`src/rtl/dmem_resp_if.sv`:
```
// rtl/dmem_resp_if.sv - Core-side request/response bundle for the data-memory responder.
interface dmem_resp_if;
    logic        mem_read_i;
    logic        mem_write_i;
    logic [15:0] addr_i;
    logic [15:0] wdata_i;
    logic [15:0] rdata_o;
    logic        rvalid_o;
    logic        ack_o;
    logic        stall_o;
    logic        err_o;

    modport master (
        output mem_read_i, mem_write_i, addr_i, wdata_i,
        input  rdata_o, rvalid_o, ack_o, stall_o, err_o
    );

    modport slave (
        input  mem_read_i, mem_write_i, addr_i, wdata_i,
        output rdata_o, rvalid_o, ack_o, stall_o, err_o
    );
endinterface

```
`src/rtl/dmem_resp.sv`:
```
// rtl/dmem_resp.sv - Fixed-latency word-organised data memory that stalls the core per access.
module dmem_resp #(
    parameter int ADDR_W  = 8,
    parameter int LATENCY = 2
) (
    input  logic       clk_i,
    input  logic       rst_i,
    dmem_resp_if.slave bus
);
    typedef enum logic [1:0] {IDLE, WAIT, DONE} state_t;

    state_t            state_q, state_d;
    logic [3:0]        cnt_q, cnt_d;
    logic [ADDR_W-1:0] widx_q, widx_d;
    logic [15:0]       wdata_q, wdata_d;
    logic [15:0]       rdata_q, rdata_d;
    logic              is_read_q, is_read_d;
    logic              illegal_q, illegal_d;
    logic              req;
    logic              mem_we;
    logic              unused_addr;
    logic [15:0]       mem_q [0:(1<<ADDR_W)-1];

    assign req         = bus.mem_read_i | bus.mem_write_i;
    // Upper byte-address bits are dropped so the array aliases.
    assign unused_addr = ^bus.addr_i[15:ADDR_W+1];

    always_comb begin
        state_d   = state_q;
        cnt_d     = cnt_q;
        widx_d    = widx_q;
        wdata_d   = wdata_q;
        is_read_d = is_read_q;
        illegal_d = illegal_q;
        rdata_d   = rdata_q;
        mem_we    = 1'b0;
        case (state_q)
            IDLE: begin
                if (req) begin
                    widx_d    = bus.addr_i[ADDR_W:1];
                    wdata_d   = bus.wdata_i;
                    is_read_d = bus.mem_read_i;
                    illegal_d = bus.addr_i[0] | (bus.mem_read_i & bus.mem_write_i);
                    cnt_d     = 4'(LATENCY - 1);
                    state_d   = WAIT;
                end
            end
            WAIT: begin
                if (cnt_q != 4'd0) begin
                    cnt_d = cnt_q - 4'd1;
                end else begin
                    state_d = DONE;
                    if (illegal_q) begin
                        rdata_d = '0;
                    end else if (is_read_q) begin
                        rdata_d = mem_q[widx_q];
                    end else begin
                        mem_we = 1'b1;
                    end
                end
            end
            DONE:    state_d = IDLE;
            default: state_d = IDLE;
        endcase
    end

    always_ff @(posedge clk_i or posedge rst_i) begin
        if (rst_i) begin
            state_q   <= IDLE;
            cnt_q     <= '0;
            widx_q    <= '0;
            wdata_q   <= '0;
            rdata_q   <= '0;
            is_read_q <= 1'b0;
            illegal_q <= 1'b0;
        end else begin
            state_q   <= state_d;
            cnt_q     <= cnt_d;
            widx_q    <= widx_d;
            wdata_q   <= wdata_d;
            rdata_q   <= rdata_d;
            is_read_q <= is_read_d;
            illegal_q <= illegal_d;
        end
    end

    // Storage is deliberately left out of reset.
    always_ff @(posedge clk_i) begin
        if (mem_we) begin
            mem_q[widx_q] <= wdata_q;
        end
    end

    assign bus.stall_o  = (state_q == IDLE) ? req : (state_q == WAIT);
    assign bus.ack_o    = (state_q == DONE);
    assign bus.err_o    = (state_q == DONE) && illegal_q;
    assign bus.rvalid_o = (state_q == DONE) && is_read_q && !illegal_q;
    assign bus.rdata_o  = rdata_q;
endmodule

```
`src/flat_wrapper.sv`:
```
// flat-port wrapper written by rule: the top's interface ports become plain ports
module dmem_resp_flat 
#(
    parameter int ADDR_W  = 8,
    parameter int LATENCY = 2
)
  (clk_i, rst_i, bus_mem_read_i, bus_mem_write_i, bus_addr_i, bus_wdata_i, bus_rdata_o, bus_rvalid_o, bus_ack_o, bus_stall_o, bus_err_o);
  dmem_resp_if bus_i ();
  input  logic clk_i;
  input  logic rst_i;
  input wire logic [$bits(bus_i.mem_read_i)-1:0] bus_mem_read_i;
  input wire logic [$bits(bus_i.mem_write_i)-1:0] bus_mem_write_i;
  input wire logic [$bits(bus_i.addr_i)-1:0] bus_addr_i;
  input wire logic [$bits(bus_i.wdata_i)-1:0] bus_wdata_i;
  output wire logic [$bits(bus_i.rdata_o)-1:0] bus_rdata_o;
  output wire logic [$bits(bus_i.rvalid_o)-1:0] bus_rvalid_o;
  output wire logic [$bits(bus_i.ack_o)-1:0] bus_ack_o;
  output wire logic [$bits(bus_i.stall_o)-1:0] bus_stall_o;
  output wire logic [$bits(bus_i.err_o)-1:0] bus_err_o;
  assign bus_i.mem_read_i = bus_mem_read_i;
  assign bus_i.mem_write_i = bus_mem_write_i;
  assign bus_i.addr_i = bus_addr_i;
  assign bus_i.wdata_i = bus_wdata_i;
  assign bus_rdata_o = bus_i.rdata_o;
  assign bus_rvalid_o = bus_i.rvalid_o;
  assign bus_ack_o = bus_i.ack_o;
  assign bus_stall_o = bus_i.stall_o;
  assign bus_err_o = bus_i.err_o;
  dmem_resp #(.ADDR_W(ADDR_W), .LATENCY(LATENCY)) u_core (.clk_i(clk_i), .rst_i(rst_i), .bus(bus_i));
endmodule
```
`config.mk`:
```
export PLATFORM = sky130hd
export DESIGN_NAME = dmem_resp_flat
export DESIGN_NICKNAME = d
export VERILOG_FILES = /design/src/rtl/dmem_resp_if.sv /design/src/rtl/dmem_resp.sv /design/src/flat_wrapper.sv
export SDC_FILE = /design/constraint.sdc
export NUM_CORES = 2
export LEC_CHECK = 0
export CAP_MARGIN = 5
export CORE_MARGIN = 8
export CORE_UTILIZATION = 48
export DETAILED_ROUTE_END_ITERATION = 6
export PLACE_DENSITY = 0.73
export RECOVER_POWER = 25
export SLEW_MARGIN = 15
export SYNTH_ARGS = -nofsm -noshare
export SYNTH_HDL_FRONTEND = slang
export SYNTH_SLANG_ARGS = --single-unit
```
`constraint.sdc`:
```
create_clock -name clk_i -period 9.19 [get_ports clk_i]
set_clock_uncertainty 0.2 [all_clocks]
set_input_delay 1.3785 -clock clk_i [delete_from_list [all_inputs] [get_ports clk_i]]
set_output_delay 1.3785 -clock clk_i [all_outputs]
set_load 0.005 [all_outputs]
```
== Word-level counts from Yosys, hierarchy flattened ==
Memory sizes are Yosys's and may differ from the RTL's.
Cells that the tools add are included.

* Register bits after elaboration: 48
* Latch bits: 0
* Bits in writable memories: 4,096
* ROM bits: 0
* Bits of input ports: 36
* Output and inout bits: 20
* Word-level logic and storage cells: 45
* Memories kept: 1

* $add $sub $neg: 1
* Multiply operators: 0
* Divide/modulo/power cells: 0
* $lt $le $gt $ge: 0
* Equality and inequality tests: 5
* Shifts and indexed selects: 0
* Mux-type cells: 15
* Bitwise operators: 4
* Reduce and logical (&&, ||, !) cells: 12

{| class="wikitable"
|+ Memory list
! memory !! words !! bits a word !! read ports !! clocked after Yosys merged registers in !! write ports !! RTL line !! text
|-
| u_core.mem_q || 256 || 16 || 1 || 0 || 1 || dmem_resp.sv:22 || <nowiki>logic [15:0] mem_q [0:(1<<ADDR_W)-1];</nowiki>
|}

{| class="wikitable"
|+ Operators with widths
! operator !! number
|-
| 16-bit two-way mux || 2
|-
| 4-bit two-way mux || 2
|-
| 4-bit one-hot mux with 2 select lines || 1
|-
| 1-bit two-way mux || 7
|-
| 3-bit AND reduction || 2
|-
| 2-bit two-way mux || 2
|-
| 2-bit by 1-bit != test with 1-bit output, second input constant || 2
|-
| 2-bit one-hot mux with 2 select lines || 1
|-
| 2-bit AND reduction || 2
|-
| 2-bit nonzero test || 2
|-
| 4-bit nonzero test || 1
|-
| 4-bit by 1-bit subtractor with 4-bit output, second input constant || 1
|-
| 1-bit logical AND || 3
|-
| 2-bit by 1-bit equality test with 1-bit output, second input constant || 1
|-
| 2-bit equality test, second input constant || 1
|-
| 2-bit zero test || 1
|-
| 2-bit != test, second input constant || 1
|-
| 1-bit OR || 2
|-
| 1-bit AND || 1
|-
| 1-bit zero test || 1
|-
| 1-bit NOT || 1
|}

== Logic depth before layout (Yosys ltp) ==
* Depth in word-level cells: 6
* Depth in mapped cells: 12
* Mapped depth without buffers: 8

== Worst setup path before layout ==
No wires, ideal clock.

* Kind: reg2reg
* From: reg u_core.wdata_q[0]
* To: mem u_core.mem_q[0][0] (data pin)
* Arrival time: 3.183 ns
* Path slack: 5.003 ns
* Stages on the path, launching flop included: 1
* Period minus slack after synthesis: 4.187 ns
* Cell sequence: dfrtp_1

{| class="wikitable"
|+ RTL lines
! what !! RTL line !! text
|-
| start, declared || dmem_resp.sv:15 || <nowiki>logic [15:0] wdata_q, wdata_d;</nowiki>
|-
| start signal, assigned || dmem_resp.sv:80 || <nowiki>wdata_q <= wdata_d;</nowiki>
|-
| end, declared || dmem_resp.sv:22 ||
|}

Straight into the memory's write port.

== Worst setup path after layout ==
* From: reg u_core.wdata_q[1]
* To: mem u_core.mem_q[220][1] (data pin)

Straight into the memory's write port.

==> impl_metrics.json <==
{
  "status": "complete, but fails checks",
  "violations": "antenna violations, max-capacitance violations, max-slew violations",
  "critical_path_buf_inv_count": 1,
  "period_needed_ns": 6.94,
  "muxShareOfSynthArea_pct": 16.1,
  "p_int_w": 0.0382,
  "wl_per_cell_um": 31.7,
  "cts_root_buf": "clkbuf_16",
  "finalSetupViolCount": 0,
  "synth_top_family_by_area": "multiplexers",
  "cp-end-kind": "register",
  "die_y_um": 592,
  "seqPwrFrac_pct": 44.4,
  "crit_cells": 1,
  "syn2layout_area_growth_pct": 12.5,
  "worst_path_largest_cell_delay_ns": 3.31,
  "place_congestion": 0.921,
  "first_pass_iters": 6,
  "cts-htree-levels": 5,
  "final_antenna_net_count": 1,
  "ys.flop_type": "edfxtp_1",
  "critPathKind": "register to register",
  "grt-ovfl-total": 0,
  "path_max_fanout": 192,
  "synth_cell_types": 58,
  "final_common_cell": "edfxtp_1",
  "grt_max_degree": 206,
  "hpwlAfterDp_um": 224000,
  "hold_viol": 0,
  "cts_resized": 0,
  "crit_path_end": "u_core.mem_q[220][1]$_DFFE_PP_",
  "via_count": 78100,
  "synth-compound-area-share_pct": 2.52,
  "startpoint": "u_core.wdata_q[1]$_DFFE_PP0P_",
  "cp_slowest_cell": "clkbuf_2",
  "irDropWorstVdd_mv": 0.321,
  "via_per_inst": 6.32,
  "ff2ff_setup_slack_ns": 2.25,
  "synth_xor_area_share_pct": 0.00549,
  "clock_power_share_pct": 29.1,
  "r2r_start": "u_core.wdata_q[1]$_DFFE_PP0P_",
  "mostFrequentLayoutCells": "edfxtp_1 (4096), mux4_2 (924), mux2i_1 (468), clkbuf_16 (402), buf_4 (342)",
  "rows": 211,
  "grt_pass1_vias": 78000,
  "ios": 56,
  "start_util_pct": 48.2,
  "critPathTopFamily": "buffers and inverters",
  "post_cts_buffers": 0,
  "synth_edf_count": 4096,
  "r2r_cells": 1,
  "antenna_found_initial": 10,
  "grt_usage_pct": 21.9,
  "drc_errors": 0,
  "coreArea_um2": 331000,
  "synth-adder-area-share_pct": 0.0157,
  "rsz0062_at_grt": "no",
  "placement.io_buffers": 48,
  "seq_area_frac_synth_pct": 77.9,
  "synth_nets": 7317,
  "cts_buffers": 399,
  "drive_gt1_share_pct": 24.1,
  "cts.sinks": 4144,
  "grt_pass1_wl_um": 560000,
  "die_x_um": 592,
  "whs_path_depth": 2,
  "slew_violations": 2601,
  "cp-start-kind": "register",
  "dieArea_um2": 351000,
  "min_period_over_period_pct": 75.6,
  "cts_buffer_depth": 4,
  "fin_setup_tns_ns": 0,
  "hold_path.class": "register to register",
  "syn_inst": 7279,
  "arrival_ns": 6.74,
  "synth-simple-area-share_pct": 2.02,
  "hold_start": "u_core.wdata_q[9]$_DFFE_PP0P_",
  "fmax_mhz": 144,
  "avgSynthCellArea_um2": 21.9,
  "cts.clk_slew.worst_paths_ns": 0.07,
  "cap_violations": 29,
  "holdBufCountCts": 0,
  "slew_headroom_pct": -256,
  "worstPathRequired_ns": 8.99,
  "drt_wl_total_um": 393000,
  "instances_no_fill": 12400,
  "synth_seq_cells": 4144,
  "num-nets-final": 7701,
  "synth_area_um2": 159000,
  "power_frac_comb_pct": 26.4,
  "ys_async_sr_fraction_pct": 1.16,
  "p_leak_nw": 56.1,
  "clock_latency_ns": 0.95,
  "cts_tree": "done",
  "swShare_pct": 31.4,
  "r2r-end": "u_core.mem_q[220][1]$_DFFE_PP_",
  "ys_warn_count": 0,
  "dpl.cell_count": 11600,
  "p_sw_w": 0.0175,
  "drt_iter0_drc": 11000,
  "path_cells": "clkbuf_2",
  "p_per_area_nw_per_um2": 311,
  "worstMarginPinSlew_ns": 5.34
}
-- kinds of logic (layout without fill, tap and decap cells) --
| family | Yosys count | after routing |
|---|---|---|
| compound gates | 559 | 559 |
| xor+xnor | 1 | 1 |
| fa+ha+maj | 2 | 2 |
| buf+inv | 446 | 1162 |
| flops | 4144 | 4144 |
| mux | 1408 | 1408 |
| other cells | 0 | 10 |
| simple gates | 719 | 719 |
-- routing by layer --
layer  part of all wire [%]  vias up  GRT usage (%)
met5                 0.0033        -              0
met4                    5.6        2           10.3
met3                     10      857           4.99
met2                     47     4602           34.5
met1                     37    41200           29.2
li1                       -    31500              -
-- through the flow --
step	instance area (µm²)	setup slack (ns)	utilization (%)	power (W)	hold WS [ns]
after floorplan	159000	5.00	-	0.0343	0.295
after global placement	166000	3.99	50.3	0.0390	0.325
after detailed placement	166000	3.91	50.3	0.0394	0.322
after CTS	179000	3.89	54.3	0.0555	0.338
after global routing	179000	2.00	54.2	0.0572	0.366
final	179000	2.25	54.2	0.0557	0.338
-- final cells by class --
class	instances	area (µm²)
antenna	10	25.0
clock buffer	483	10400
clock inverter	250	2630
tap	4366	5460
fill	24000	151000
inverter	6	22.5
sequential	4144	124000
multi-input combinational	2689	33100
timing repair buffer	423	3440
-- worst min path at each step --
stage	endpoint	slack, ns
6_report	u_core.wdata_q[9]$_DFFE_PP0P_	0.34
5_1_grt	u_core.wdata_q[9]$_DFFE_PP0P_	0.37
4_1_cts	u_core.wdata_q[9]$_DFFE_PP0P_	0.34
3_5_place_dp	u_core.wdata_q[9]$_DFFE_PP0P_	0.32
3_3_place_gp	u_core.wdata_q[9]$_DFFE_PP0P_	0.32
2_1_floorplan	u_core.cnt_q[0]$_DFFE_PP0P_	0.29
-- state kept, by name, indices dropped and copies added, names as in the netlist --
register,cells
u_core.wdata_q,16
u_core.is_read_q,1
u_core.illegal_q,1
u_core.cnt_q,4
u_core.mem_q,4096
u_core.state_q,2
u_core.widx_q,8
u_core.bus.rdata_o,16
-- cells in the mapped netlist (5+ instances only) --
master,count,area (µm²)
inv_1,6,22.5
buf_4,61,458
edfxtp_1,4096,123000
and3_1,19,119
a22o_1,18,158
clkbuf_1,166,623
and2_1,5,31.3
o22ai_1,95,594
buf_1,32,120
a2bb2oi_1,15,131
nand2b_1,5,31.3
o21ai_0,79,395
nor2_1,276,1040
a21oi_1,52,260
nand3_1,170,851
nand4_1,32,200
a221oi_1,122,1070
mux2_2,16,180
a41o_1,15,150
dfrtp_1,48,1200
nor3_1,5,25.0
o21bai_1,15,113
a31oi_1,19,119
buf_6,21,236
mux4_2,924,20800
nor4_1,15,93.8
a22oi_1,67,503
nor2b_1,8,50.1
buf_2,160,801
nand2_1,164,616
a32o_1,15,150
o211ai_1,32,240
mux2i_1,468,4680
-- power groups by stage --
stage | Sequential, W | Combinational (W) | Clock, W
3_3_place_gp | 0.0247 | 0.0143 | 0
3_5_place_dp | 0.0248 | 0.0146 | 0
6_report | 0.0248 | 0.0147 | 0.0162
4_1_cts | 0.0244 | 0.0147 | 0.0164
2_1_floorplan | 0.0258 | 0.00856 | 0
5_1_grt | 0.0248 | 0.0153 | 0.0171
Power figures use the tool's default switching activity.
